==> src/rtl/timer_prog_multi.sv <==
// Multi-channel programmable interval timer sharing one run-time prescaler.
// Define TIMER_PROG_IRQ_EN to add sticky per-channel irq flags with irq_clear.
module timer_prog_multi #(
    parameter int WIDTH      = 8,
    parameter int CHANNELS   = 2,
    parameter int PRESCALE_W = 8
) (
    input  logic                      clk,
    input  logic                      reset,
    input  logic                      enable,
    input  logic [PRESCALE_W-1:0]     prescale,
    input  logic [CHANNELS-1:0]       start,
    input  logic [CHANNELS-1:0]       stop,
    input  logic [CHANNELS-1:0]       periodic,
    input  logic [CHANNELS*WIDTH-1:0] load_value,
    output logic [CHANNELS*WIDTH-1:0] count,
    output logic [CHANNELS-1:0]       busy,
    output logic [CHANNELS-1:0]       done
`ifdef TIMER_PROG_IRQ_EN
    ,
    input  logic [CHANNELS-1:0]       irq_clear,
    output logic [CHANNELS-1:0]       irq
`endif
);

    typedef enum logic {IDLE, RUN} state_t;

    logic [PRESCALE_W-1:0] pre_reg;
    logic [PRESCALE_W-1:0] pre_next;
    logic                  tick;

    // The >= compare lets a lowered prescale take effect immediately.
    always_comb begin
        tick     = enable && (pre_reg >= prescale);
        pre_next = pre_reg;
        if (enable) begin
            pre_next = tick ? '0 : pre_reg + 1'b1;
        end
    end

    always_ff @(posedge clk) begin
        if (reset) begin
            pre_reg <= '0;
        end else begin
            pre_reg <= pre_next;
        end
    end

    genvar gi;
    generate
        for (gi = 0; gi < CHANNELS; gi++) begin : g_ch
            state_t           state_reg, state_next;
            logic [WIDTH-1:0] count_reg, count_next;
            logic [WIDTH-1:0] final_reg, final_next;
            logic             mode_reg, mode_next;
            logic             done_reg, done_next;

            // Priority: stop > start > tick; a restart swallows a coinciding terminal tick.
            always_comb begin
                state_next = state_reg;
                count_next = count_reg;
                final_next = final_reg;
                mode_next  = mode_reg;
                done_next  = 1'b0;
                if (stop[gi]) begin
                    state_next = IDLE;
                    count_next = '0;
                end else if (start[gi]) begin
                    state_next = RUN;
                    count_next = '0;
                    final_next = load_value[gi*WIDTH +: WIDTH];
                    mode_next  = periodic[gi];
                end else if (state_reg == RUN && tick) begin
                    if (count_reg == final_reg) begin
                        done_next = 1'b1;
                        if (mode_reg) begin
                            count_next = '0;
                        end else begin
                            state_next = IDLE;
                        end
                    end else begin
                        count_next = count_reg + 1'b1;
                    end
                end
            end

            always_ff @(posedge clk) begin
                if (reset) begin
                    state_reg <= IDLE;
                    count_reg <= '0;
                    final_reg <= '0;
                    mode_reg  <= 1'b0;
                    done_reg  <= 1'b0;
                end else begin
                    state_reg <= state_next;
                    count_reg <= count_next;
                    final_reg <= final_next;
                    mode_reg  <= mode_next;
                    done_reg  <= done_next;
                end
            end

            assign count[gi*WIDTH +: WIDTH] = count_reg;
            assign busy[gi]                 = (state_reg == RUN);
            assign done[gi]                 = done_reg;

`ifdef TIMER_PROG_IRQ_EN
            logic irq_reg;

            // Set wins over a clear landing in the same cycle.
            always_ff @(posedge clk) begin
                if (reset) begin
                    irq_reg <= 1'b0;
                end else if (done_reg) begin
                    irq_reg <= 1'b1;
                end else if (irq_clear[gi]) begin
                    irq_reg <= 1'b0;
                end
            end

            assign irq[gi] = irq_reg;
`endif
        end
    endgenerate

endmodule

==> config.mk <==
export PLATFORM = sky130hd
export DESIGN_NAME = timer_prog_multi
export DESIGN_NICKNAME = d
export VERILOG_FILES = /design/src/rtl/timer_prog_multi.sv
export SDC_FILE = /design/constraint.sdc
export NUM_CORES = 1
export LEC_CHECK = 0
export ABC_AREA = 1
export CAP_MARGIN = 10
export CELL_PAD_IN_SITES_DETAIL_PLACEMENT = 0
export CELL_PAD_IN_SITES_GLOBAL_PLACEMENT = 2
export CORE_UTILIZATION = 31
export DETAILED_ROUTE_END_ITERATION = 6
export PLACE_DENSITY = 0.93
export REMOVE_ABC_BUFFERS = 1
export SLEW_MARGIN = 20
export SYNTH_ARGS = -nofsm -noshare
export SYNTH_HDL_FRONTEND = slang
export SYNTH_SLANG_ARGS = --single-unit
==> constraint.sdc <==
create_clock -name clk -period 4.47 [get_ports clk]
set_input_delay 0.447 -clock clk [delete_from_list [all_inputs] [get_ports clk]]
set_output_delay 0.447 -clock clk [all_outputs]
set_load 0.005 [all_outputs]
==> results.json, run 1 <==
{
  "status": "complete, no violations",
  "holdWs_ps": 476,
  "async_flop_share_pct": 0,
  "clock-sinks": 46,
  "met1_usage_pct": 19.7,
  "worstSetupEndpointType": "register",
  "power.density_mw_per_mm2": 261,
  "grt_pass1_vias": 2033,
  "hold_depth": 2,
  "cap_viol_max_count": 0,
  "core_area_mm2": 0.00789,
  "num_vias": 2289,
  "clockBufferDepth": 2,
  "seq_area_frac_synth_pct": 35.7,
  "met3_usage_pct": 2.85,
  "peakVddDrop_uv": 136,
  "required_ps": 4700,
  "cts_buffers": 5,
  "path_class": "in2reg",
  "worst_skew_pair.late_latency_ps": 300,
  "vias_per_cell": 4.59,
  "cts_tree": "done",
  "grt_pass1_wl_um": 9670,
  "syn_inst": 347,
  "ant_nets": 0,
  "area_growth_pct": 26.9,
  "synth_ff_type": "dfxtp_1",
  "insertedDiodeCount": 0,
  "drc_errors": 0,
  "fp.dieH_um": 93.2,
  "grt_util_met2_pct": 21.7,
  "final_common_cell": "nand2_1",
  "fp-row-count": 32,
  "holdBufCountCts": 0,
  "synth-edff-count": 0,
  "fin_skew_ps": 3.75,
  "hold_path_end": "g_ch[0].final_reg[3]$_SDFFE_PP0P_",
  "power.total_mw": 0.854,
  "setup_viol": 0,
  "gp_congestion": 0.759,
  "syn_avg_cell_area_um2": 7.44,
  "r2r_slack_ps": 2730,
  "synth_seq_cells": 46,
  "design.portCount": 53,
  "ys_warn_count": 0,
  "synth_cell_types": 32,
  "rsz0062_at_grt": "false",
  "tightestPinTransition_ps": 565,
  "min_period_ps": 2050,
  "die-area_mm2": 0.00869,
  "dp.cells": 491,
  "slew_viol_final": 0,
  "cts_resized": 0,
  "dp_hpwl_um": 4560,
  "post-route-period-util_pct": 45.9,
  "nets": 440,
  "final_cell_mix": "69 x nand2_1, 52 x clkdlybuf4s50_1, 46 x dfxtp_1, 44 x nor2_1, 34 x inv_1",
  "hold_path.class": "reg2reg",
  "dr.pass1.iters": 4,
  "r2r-end": "pre_reg[0]$_SDFFE_PP0P_",
  "p_leak_nw": 1.25,
  "drt_iter0_drc": 89,
  "r2r_cells": 8,
  "max_freq_ghz": 0.488,
  "cts.clk_slew.worst_paths_ps": 90,
  "wl_um": 5930,
  "port_buffers": 52,
  "h-tree-depth": 2,
  "drive_gt1_share_pct": 10.6,
  "antenna_found_initial": 0,
  "start_util_pct": 32.7,
  "arrival_ps": 2280,
  "wire_per_inst_um": 11.9,
  "relSlewSlack_pct": 62.2,
  "final_cells": 499,
  "worst_setup_path_start_kind": "input port",
  "die_x_um": 93.2,
  "top_usage_layer": "met2",
  "postCtsSetupBuffers": 0,
  "hold_start": "g_ch[0].final_reg[3]$_SDFFE_PP0P_",
  "tns_ps": 0,
  "root_buffer": "clkbuf_8",
  "grtUsageTotal_pct": 14.1,
  "r2r_start": "pre_reg[5]$_SDFFE_PP0P_",
  "netlist_area_mm2": 0.00258,
  "worstPathMaxFanout": 8,
  "gr-total-overflow": 0,
  "hold_viol_final": 0,
  "grt_max_degree": 20
}
==> routing by layer <==
layer	part of all wire [%]	wire [um]	vias to the layer above
met3	4.2	249	7
li1	-	-	1202
met5	0	0	-
met4	1.6	92	0
met1	50	2940	1029
met2	45	2640	51
==> critical path, cell delays in order <==
cell and delay (ps):
clkdlybuf4s50_1 450, inv_1 40, ha_1 300, a21oi_1 140, nor2_1 50, nor2_1 160
nand3_4 170, nand2_1 160, nand2_2 150, nor3b_2 200
==> cell families (layout without fill, tap and decap cells) <==
kind of cell | count (synthesis) | in the layout | synth area share (%)
AO/OA/AOI/OAI | 56 | 56 | 11.1
buffers and inverters | 50 | 100 | 8.44
adder cells (fa/ha/maj) | 11 | 11 | 5.33
AND/OR/NAND/NOR | 162 | 162 | 31.9
XOR/XNOR | 21 | 21 | 7.13
multiplexers | 1 | 1 | 0.388
flip-flops | 46 | 46 | 35.7
==> cell type report <==
type | instances | area [um^2]
inverter | 40 | 150
fill | 815 | 4610
sequential | 46 | 921
clock inverter | 3 | 45.0
timing repair buffer | 52 | 520
tap | 102 | 128
multi-input combinational | 251 | 1440
clock buffer | 5 | 68.8
==> how the worst max path moves through the flow <==
stage / startpoint / endpoint / slack, ps / depth (start not counted)
3_3_place_gp: prescale[5] / pre_reg[5]$_SDFFE_PP0P_ / 2160 / 10
4_1_cts: prescale[5] / pre_reg[0]$_SDFFE_PP0P_ / 2400 / 10
5_1_grt: prescale[5] / pre_reg[5]$_SDFFE_PP0P_ / 2250 / 10
6_report: prescale[5] / pre_reg[0]$_SDFFE_PP0P_ / 2420 / 10
3_5_place_dp: prescale[5] / pre_reg[0]$_SDFFE_PP0P_ / 2080 / 10
2_1_floorplan: prescale[7] / pre_reg[0]$_SDFFE_PP0P_ / 2780 / 8
==> power breakdown <==
part / internal, mW / switching, mW
Clock: 0.166 / 0.144
Combinational: 0.0520 / 0.0587
Sequential: 0.423 / 0.0100
Total: 0.641 / 0.213
==> cells in the mapped netlist (4+ instances only) <==
cell | number | area share (%)
buf_4 | 6 | 1.7
nor2_2 | 7 | 1.7
xnor2_1 | 16 | 5.4
nand3_2 | 4 | 1.6
dfxtp_1 | 46 | 36
ha_1 | 11 | 5.3
xor2_1 | 5 | 1.7
nand3_1 | 8 | 1.6
inv_2 | 4 | 0.58
nand4_1 | 6 | 1.5
o21ai_0 | 21 | 4.1
inv_1 | 34 | 4.9
nand2_1 | 69 | 10
a21oi_1 | 33 | 6.4
nor2_1 | 44 | 6.4
==> through the flow <==
step,util (%),setup slack (ps),area (um^2)
6_report,41.5,2420,3270
5_1_grt,41.5,2250,3270
4_1_cts,41.5,2400,3270
3_5_place_dp,40.1,2080,3160
3_3_place_gp,40.1,2160,3160
2_1_floorplan,-,2780,2510
Note: power is estimated with default switching activity, not from simulation.
==> run 2, diff against run 1 <==
CORE_UTILIZATION = 29   (was 31)
PLACE_DENSITY = 0.88   (was 0.93)
clock period = 2.01 ns   (was 4.47 ns; I/O delays follow)
==> results.json, run 2 (synthesized netlist as in run 1, its figures left out) <==
{
  "status": "complete, no violations",
  "path_cells": "clkdlybuf4s50_1 -> inv_1 -> ha_1 -> a21o_1 -> nor2_1 -> nand3_4 -> nand2_1 -> nand2_2 -> nor3b_2",
  "internal_power_mw": 1.43,
  "p_leak_nw": 1.28,
  "hold_path_end": "g_ch[0].final_reg[2]$_SDFFE_PP0P_",
  "post-route-period-util_pct": 88.0,
  "cts_tree": "done",
  "fp.dieH_um": 96.3,
  "postCtsSetupBuffers": 0,
  "num_vias": 2277,
  "grt_pass1_vias": 2079,
  "cts_resized": 0,
  "r2r_start": "pre_reg[3]$_SDFFE_PP0P_",
  "ant_nets": 0,
  "worst_skew_pair.late_latency_ps": 300,
  "power.density_mw_per_mm2": 573,
  "nets": 446,
  "grt_pass1_wl_um": 9760,
  "relSlewSlack_pct": 76.8,
  "cp_num_buf_inv": 2,
  "wl_um": 5960,
  "area_growth_pct": 28.8,
  "grt_max_degree": 19,
  "switching_share_pct": 24.7,
  "port_buffers": 52,
  "final_cells": 511,
  "gr-total-overflow": 0,
  "drt_iter0_drc": 42,
  "clock-sinks": 46,
  "fin_skew_ps": 12.7,
  "slowest_stage": "clkdlybuf4s50_1",
  "r2r_slack_ps": 300,
  "cts_buffers": 5,
  "worst_setup_path_start_kind": "input port",
  "final_common_cell": "nand2_1",
  "seqPwrFrac_pct": 50.5,
  "cpLargestDelayFamily": "simple AND/OR/NAND/NOR gates",
  "cpPeakStageDelay_ps": 450,
  "root_buffer": "clkbuf_8",
  "worstSetupEndpointType": "register",
  "die_x_um": 96.3,
  "peakVddDrop_uv": 278,
  "r2r_cells": 10,
  "final_design_area_no_fill_mm2": 0.00332,
  "p_comb_share_pct": 13.3,
  "filler_cell_count": 920,
  "dr.pass1.iters": 4,
  "min_period_ps": 1770,
  "start_util_pct": 29.7,
  "wire_per_inst_um": 11.7,
  "die-area_mm2": 0.00928,
  "worstPathMaxFanout": 8,
  "clockBufferDepth": 2,
  "gp_congestion": 0.780,
  "placed_cell_area_mm2": 0.00321,
  "holdBufCountCts": 0,
  "hold_viol_final": 0,
  "core_area_mm2": 0.00868,
  "fp-row-count": 34,
  "h-tree-depth": 2,
  "arrival_ps": 1990,
  "design.portCount": 53,
  "clkPwrFrac_pct": 36.2,
  "hold_depth": 2,
  "path_class": "in2reg",
  "slew_viol_final": 0,
  "insertedDiodeCount": 0,
  "final_cell_mix": "69 x nand2_1, 52 x clkdlybuf4s50_1, 46 x dfxtp_1, 44 x nor2_1, 34 x inv_1",
  "grtUsageTotal_pct": 13.6,
  "vias_per_cell": 4.46,
  "required_ps": 2230,
  "drc_errors": 0,
  "drive_gt1_share_pct": 11.7,
  "cts.clk_slew.worst_paths_ps": 90,
  "cp.depth": 9,
  "cap_viol_max_count": 0,
  "dp.cells": 503,
  "max_freq_ghz": 0.566,
  "setup_viol": 0,
  "dp_hpwl_um": 4560,
  "hold_start": "g_ch[0].final_reg[2]$_SDFFE_PP0P_",
  "p_sw_mw": 0.471,
  "r2r-end": "pre_reg[0]$_SDFFE_PP0P_",
  "tightestPinTransition_ps": 348,
  "rsz0062_at_grt": "false",
  "antenna_found_initial": 0,
  "hold_path.class": "reg2reg"
}
run 2: changes by cell type in the layout (fill, tap and decap cells not counted), sizes merged:
cell,previous run,this run
buf,0,6
clkbuf,5,6
clkinvlp,2,1
run 2: area by class of cell:
| class | count | area, um^2 | share of cell area (%) |
|---|---|---|---|
| flip-flops and latches | 46 | 921 | 27.7 |
| multi-input cells | 251 | 1440 | 43.4 |
| clock buffers | 6 | 72.6 | 2.18 |
| repair buffers | 58 | 566 | 17.0 |
| well taps | 108 | 135 | 4.07 |
| clock inverters | 2 | 37.5 | 1.13 |
| inverters | 40 | 150 | 4.52 |
run 2: how the worst max path moves through the flow:
stage	startpoint	endpoint	slack (ps)
floorplan	pre_reg[7]$_SDFFE_PP0P_	pre_reg[0]$_SDFFE_PP0P_	510
global placement	prescale[7]	pre_reg[5]$_SDFFE_PP0P_	-70
detailed placement	prescale[5]	pre_reg[0]$_SDFFE_PP0P_	-100
CTS	prescale[5]	pre_reg[0]$_SDFFE_PP0P_	200
global route	prescale[5]	g_ch[1].count_reg[3]$_SDFFE_PP0P_	40
finish	prescale[7]	pre_reg[0]$_SDFFE_PP0P_	240
run 2: routing by layer:
layer,vias to the layer above,global-route usage [%],part of all wire [%]
met1,1008,18.5,50
li1,1216,-,-
met2,47,22.3,45
met4,0,4.17,1.2
met3,6,1.97,4.3
met5,-,0,0
run 2: worst reg2reg max path, cell delays in order (launching register included):
cell and delay (ps):
dfxtp_1 430, ha_1 280, nand2_1 70, inv_1 50, nand2_1 60, nand2_1 40, nand2_1 90, nand3_4 140
nand2_1 160, nand2_2 140, nor3b_2 170
run 2: per-stage QoR:
stage                     setup TNS [ps]  power (mW)  util, %  setup WS [ps]  hold slack [ps]
final                                  0        1.91     38.3            242              479
after global routing                   0        2.00     38.3           38.5              504
after CTS                              0        1.93     38.3            203              480
after detailed placement           -1160        1.24     37.0           -104              467
after global placement              -534        1.24     37.0          -72.9              461
after floorplan                        0        1.12        -            506              336
run 2: power by group through the flow:
stage	sequential (mW)	clock (mW)	combinational (mW)
6_report	0.962	0.689	0.254
4_1_cts	0.963	0.710	0.258
2_1_floorplan	0.978	0	0.141
3_5_place_dp	0.984	0	0.256
3_3_place_gp	0.984	0	0.254
5_1_grt	0.967	0.744	0.287
